--- src/rtl/cnn_pkg.sv ---
// rtl/cnn_pkg.sv - shared feature-map constants, pixel type and pooling controller states
package cnn_pkg;

    localparam int PIX_W      = 16;
    localparam int FM_IN_DIM  = 6;
    localparam int FM_OUT_DIM = 3;
    localparam int FM_IN_PIX  = 36;
    localparam int FM_OUT_PIX = 9;

    typedef logic [PIX_W-1:0] pix_t;

    typedef enum logic [1:0] {
        LOAD  = 2'd0,
        POOL  = 2'd1,
        DRAIN = 2'd2
    } state_t;

endpackage

--- src/rtl/maxpool_ctrl_pool.sv ---
// rtl/maxpool_ctrl_pool.sv - combinational 6x6 to 3x3 2x2-max pooling datapath
module maxpool_ctrl_pool
    import cnn_pkg::*;
#(
    parameter int DATA_W = 16
) (
    input  logic [FM_IN_PIX-1:0][DATA_W-1:0]  fm,
    output logic [FM_OUT_PIX-1:0][DATA_W-1:0] res
);

    // Strict greater-than keeps the earlier operand on ties.
    function automatic logic [DATA_W-1:0] max2(input logic [DATA_W-1:0] a, input logic [DATA_W-1:0] b);
        return (b > a) ? b : a;
    endfunction

    for (genvar i = 0; i < FM_OUT_DIM; i++) begin : g_row
        for (genvar j = 0; j < FM_OUT_DIM; j++) begin : g_col
            localparam int B = 2 * i * FM_IN_DIM + 2 * j;
            assign res[i*FM_OUT_DIM+j] = max2(max2(max2(fm[B], fm[B+1]), fm[B+FM_IN_DIM]),
                                              fm[B+FM_IN_DIM+1]);
        end
    end

endmodule

--- src/rtl/maxpool_ctrl.sv ---
// rtl/maxpool_ctrl.sv - frame-buffered 6x6 max-pool sequencer with valid/ready streams
module maxpool_ctrl
    import cnn_pkg::*;
#(
    parameter int DATA_W = 16
) (
    input  logic              clk,
    input  logic              rst_n,
    input  logic              in_valid,
    output logic              in_ready,
    input  logic [DATA_W-1:0] in_data,
    input  logic              in_last,
    output logic              out_valid,
    input  logic              out_ready,
    output logic [DATA_W-1:0] out_data,
    output logic              out_last,
    output logic              busy,
    output logic              done,
    output logic              frame_err
);

    state_t state, state_nxt;
    logic [5:0] in_cnt;
    logic [3:0] out_cnt;
    logic [FM_IN_PIX-1:0][DATA_W-1:0]  fm_buf;
    logic [FM_OUT_PIX-1:0][DATA_W-1:0] pool_res;
    logic [FM_OUT_PIX-1:0][DATA_W-1:0] res_q;
    logic in_fire, out_fire, in_at_end, out_at_end;

    assign in_fire    = in_valid && (state == LOAD);
    assign out_fire   = out_ready && (state == DRAIN);
    assign in_at_end  = (in_cnt == 6'(FM_IN_PIX - 1));
    assign out_at_end = (out_cnt == 4'(FM_OUT_PIX - 1));

    maxpool_ctrl_pool #(.DATA_W(DATA_W)) u_pool (
        .fm  (fm_buf),
        .res (pool_res)
    );

    always_ff @(posedge clk or negedge rst_n) begin
        if (!rst_n) begin
            state <= LOAD;
        end else begin
            state <= state_nxt;
        end
    end

    always_comb begin
        state_nxt = state;
        case (state)
            LOAD:    if (in_fire && in_at_end) state_nxt = POOL;
            POOL:    state_nxt = DRAIN;
            DRAIN:   if (out_fire && out_at_end) state_nxt = LOAD;
            default: state_nxt = LOAD;
        endcase
    end

    // Framing is driven purely by in_cnt; in_last is only audited.
    always_ff @(posedge clk or negedge rst_n) begin
        if (!rst_n) begin
            in_cnt    <= '0;
            out_cnt   <= '0;
            fm_buf    <= '0;
            res_q     <= '0;
            done      <= 1'b0;
            frame_err <= 1'b0;
        end else begin
            done      <= out_fire && out_at_end;
            frame_err <= in_fire && (in_last != in_at_end);
            if (in_fire) begin
                fm_buf[in_cnt] <= in_data;
                in_cnt         <= in_at_end ? 6'd0 : in_cnt + 6'd1;
            end
            if (state == POOL) begin
                res_q   <= pool_res;
                out_cnt <= 4'd0;
            end
            if (out_fire) begin
                out_cnt <= out_at_end ? 4'd0 : out_cnt + 4'd1;
            end
        end
    end

    always_comb begin
        in_ready  = (state == LOAD);
        out_valid = (state == DRAIN);
        busy      = (state != LOAD);
        out_last  = (state == DRAIN) && out_at_end;
        out_data  = (state == DRAIN) ? res_q[out_cnt] : '0;
    end

endmodule

--- config.mk ---
export PLATFORM = sky130hd
export DESIGN_NAME = maxpool_ctrl
export DESIGN_NICKNAME = d
export VERILOG_FILES = /design/src/rtl/cnn_pkg.sv /design/src/rtl/maxpool_ctrl_pool.sv /design/src/rtl/maxpool_ctrl.sv
export SDC_FILE = /design/constraint.sdc
export NUM_CORES = 2
export LEC_CHECK = 0
export BUFFER_PORTS_ARGS = -buffer_cell sky130_fd_sc_hd__buf_2
export CAP_MARGIN = 25
export CORE_UTILIZATION = 45
export DETAILED_ROUTE_END_ITERATION = 8
export GPL_ROUTABILITY_DRIVEN = 0
export SYNTH_ARGS = -nofsm -noshare
export SYNTH_HDL_FRONTEND = slang
export SYNTH_SLANG_ARGS = --single-unit
--- constraint.sdc ---
create_clock -name clk -period 10.05 [get_ports clk]
set_input_delay 1.005 -clock clk [delete_from_list [all_inputs] [get_ports clk]]
set_output_delay 1.005 -clock clk [all_outputs]
set_load 0.05 [all_outputs]
==> results.txt <==
Leakage: 24.1 nW
Die X-Extent: 314 µm
Internal Pwr Total: 7.03 mW
share of post-route cells with drive strength above 1: 0.234
critical path capture point type: register
Slowest-stage cell, CP: nor3b_1
worst-path fanout max: 18
post-synth top area share: 0.419
DR pass1 iterations: 6
total grt overflow: 0
via count: 31300
Post-Synthesis Cells: 4119
global-route wire length before repair: 186000 µm
Routed wire per std cell: 21.9 µm
die height: 314 µm
CTS Hold Bufs: 0
CTS tree: built
sequential area share after synthesis: 0.419
RSZ-0062 raised after global routing: no
count of final hold-check violations: 0
Max Freq: 128 MHz
WP data arrival: 8300 ps
pin count of the biggest net entering global routing: 154
final period utilization: 0.779
DR vias/cell: 5.78
# fillers: 8787
Resized Gates After CTS: 0
nets: 4533
Routed WL: 119000 µm
Slowest Stage Delay on Critical Path: 710 ps
port buffer count: 42
relative slew slack: 0.310
clock sink count: 734
Skew-Pair Late Insertion Delay: 640 ps
DR DRC count: 0
clock power share: 0.265
CTS Buffer Depth: 3
Post-synth ARST share: 1.00
vias in the first global route: 30500
core area: 96600 µm²
initial antenna violation count: 3
Max-cap violations: 0
number of synthesized register bits: 734
TNS Setup: 0 ps
post-synthesis cell type count: 77
power share of the combinational group: 0.442
most frequent cells in the layout: 733 x dfrtp_1, 597 x mux2_2, 430 x ha_1
Req. time, crit path: 10510 ps
Syn-to-layout area delta: 9.89%
CTS H-Tree Depth: 3
Num CTS Buffers: 84
total die area: 98600 µm²
Tot GR Track Use: 0.244
Sw Share: 0.387
nature of the critical path startpoint: register
post-route minimum period: 7830 ps
commonest non-fill, non-tap cell in the layout: dfrtp_1
worst min-delay path category: in2async
syn_area_per_cell: 10.6 µm²
prevailing post-synth register cell: dfrtp_1
Post-synth EDFFs: 0
Area contributors post-synth: dfrtp_1 42%, mux2_2 15%, ha_1 12%
DRT antenna net count: 0
setup violators final: 0
Slew Viols, Final: 0
I/O pin total: 43
HPWL Detailed: 78600 µm
Synth Net Count: 4570
status: completed
# rows: 114
PD cells: 239 nW/µm²
Hold Slack: 393 ps
register-to-register setup slack: 2220 ps
Yosys warning count: 0
sequential power share: 0.292
final clock skew: 24.5 ps
number of setup buffers added after CTS: 0
Worst-path clk slew: 60 ps
Max VDD drop: 0.356 mV
actual slew at the worst max-slew pin: 1030 ps
Detailed Route Iter0 Violations: 2310
Post-Syn Area: 43800 µm²
Crit Path Class: reg2reg
leading area contributor after synthesis: dfrtp_1
Root Driver: clkbuf_16
switching pwr: 4.44 mW
starting density of the core: 0.454
==> kinds of logic after synthesis <==
kind of cell / Yosys count / synth area share
flip-flops: 734 / 0.419
AO/OA/AOI/OAI: 794 / 0.115
multiplexers: 756 / 0.200
AND/OR/NAND/NOR: 891 / 0.0971
adder cells (fa/ha/maj): 430 / 0.123
buffers and inverters: 511 / 0.0447
XOR/XNOR: 3 / 0.000600
==> synthesized netlist by cell type (28+ instances only) <==
| master | n |
|---|---|
| mux2_2 | 597 |
| dfrtp_1 | 734 |
| or2_2 | 37 |
| o21a_1 | 35 |
| o21ai_0 | 188 |
| a21oi_1 | 245 |
| ha_1 | 430 |
| o211ai_1 | 39 |
| nor2b_1 | 32 |
| buf_1 | 28 |
| clkbuf_1 | 191 |
| o22ai_1 | 32 |
| mux2i_1 | 118 |
| nor2_1 | 229 |
| a21o_1 | 65 |
| nand4_1 | 79 |
| nand3_1 | 60 |
| nand2_1 | 255 |
| mux4_2 | 32 |
| inv_1 | 282 |
| nor3_1 | 74 |
==> through the flow <==
step | setup WS, ps | power, mW | std cells | utilization | cell area [µm²]
after floorplan | 2850 | 7.11 | 4119 | - | 43800
after global placement | 2260 | 8.35 | 5264 | 0.469 | 45300
after detailed placement | 2210 | 8.41 | 5266 | 0.469 | 45300
after CTS | 2220 | 11.5 | 5409 | 0.497 | 48000
after global routing | 1430 | 12.2 | 5415 | 0.498 | 48100
final | 2220 | 11.5 | 5417 | 0.498 | 48100
==> metal layers <==
layer	global-route usage	wire length (µm)	up-vias
met4	0.0705	3240	0
met1	0.366	58100	15600
li1	-	-	14800
met2	0.365	51500	717
met5	0	0	-
met3	0.0305	5810	161
==> registers in the layout (all words and copies together), names as in the netlist <==
name / flops
state: 2
res_q: 144
in_cnt: 6
frame_err: 1
out_cnt: 4
done: 1
fm_buf: 576
==> power groups by stage <==
stage	combinational, mW	sequential (mW)	clock, mW
global route	5.60	3.38	3.23
finish	5.08	3.35	3.05
global placement	4.94	3.41	0
floorplan	3.77	3.34	0
detailed placement	4.99	3.42	0
CTS	5.01	3.37	3.12
==> worst paths after layout <==
kind / from / depth (start not counted) / to
max: fm_buf[257] / 33 / res_q[86]
min: rst_n / 1 / fm_buf[448]
max reg2reg: fm_buf[257] / 33 / res_q[86]
min reg2reg: res_q[33] / 2 / res_q[33]
max in group asynchronous: rst_n / 3 / fm_buf[423]
min in group clk: res_q[33] / 2 / res_q[33]
==> cell type report <==
| type | instances | area, µm² | share of cell area |
|---|---|---|---|
| Clock inverter | 30 | 314 | 0.00653 |
| Clock buffer | 113 | 2370 | 0.0493 |
| Inverter | 282 | 1060 | 0.0220 |
| Sequential cell | 734 | 18400 | 0.382 |
| Tap cell | 1276 | 1600 | 0.0332 |
| Multi-Input combinational cell | 2874 | 23600 | 0.490 |
| Timing Repair Buffer | 106 | 832 | 0.0173 |
| Antenna cell | 2 | 5.00 | 0.000104 |
==> critical path: cells and delay by family, from the launching register on <==
| kind | cells | cell delay [ps] |
|---|---|---|
| buf+inv | 5 | 1090 |
| fa+ha+maj | 3 | 750 |
| flops | 1 | 360 |
| compound gates | 18 | 3620 |
| mux | 2 | 700 |
| simple gates | 5 | 1080 |
No activity file was read; power rests on OpenSTA's default activity.
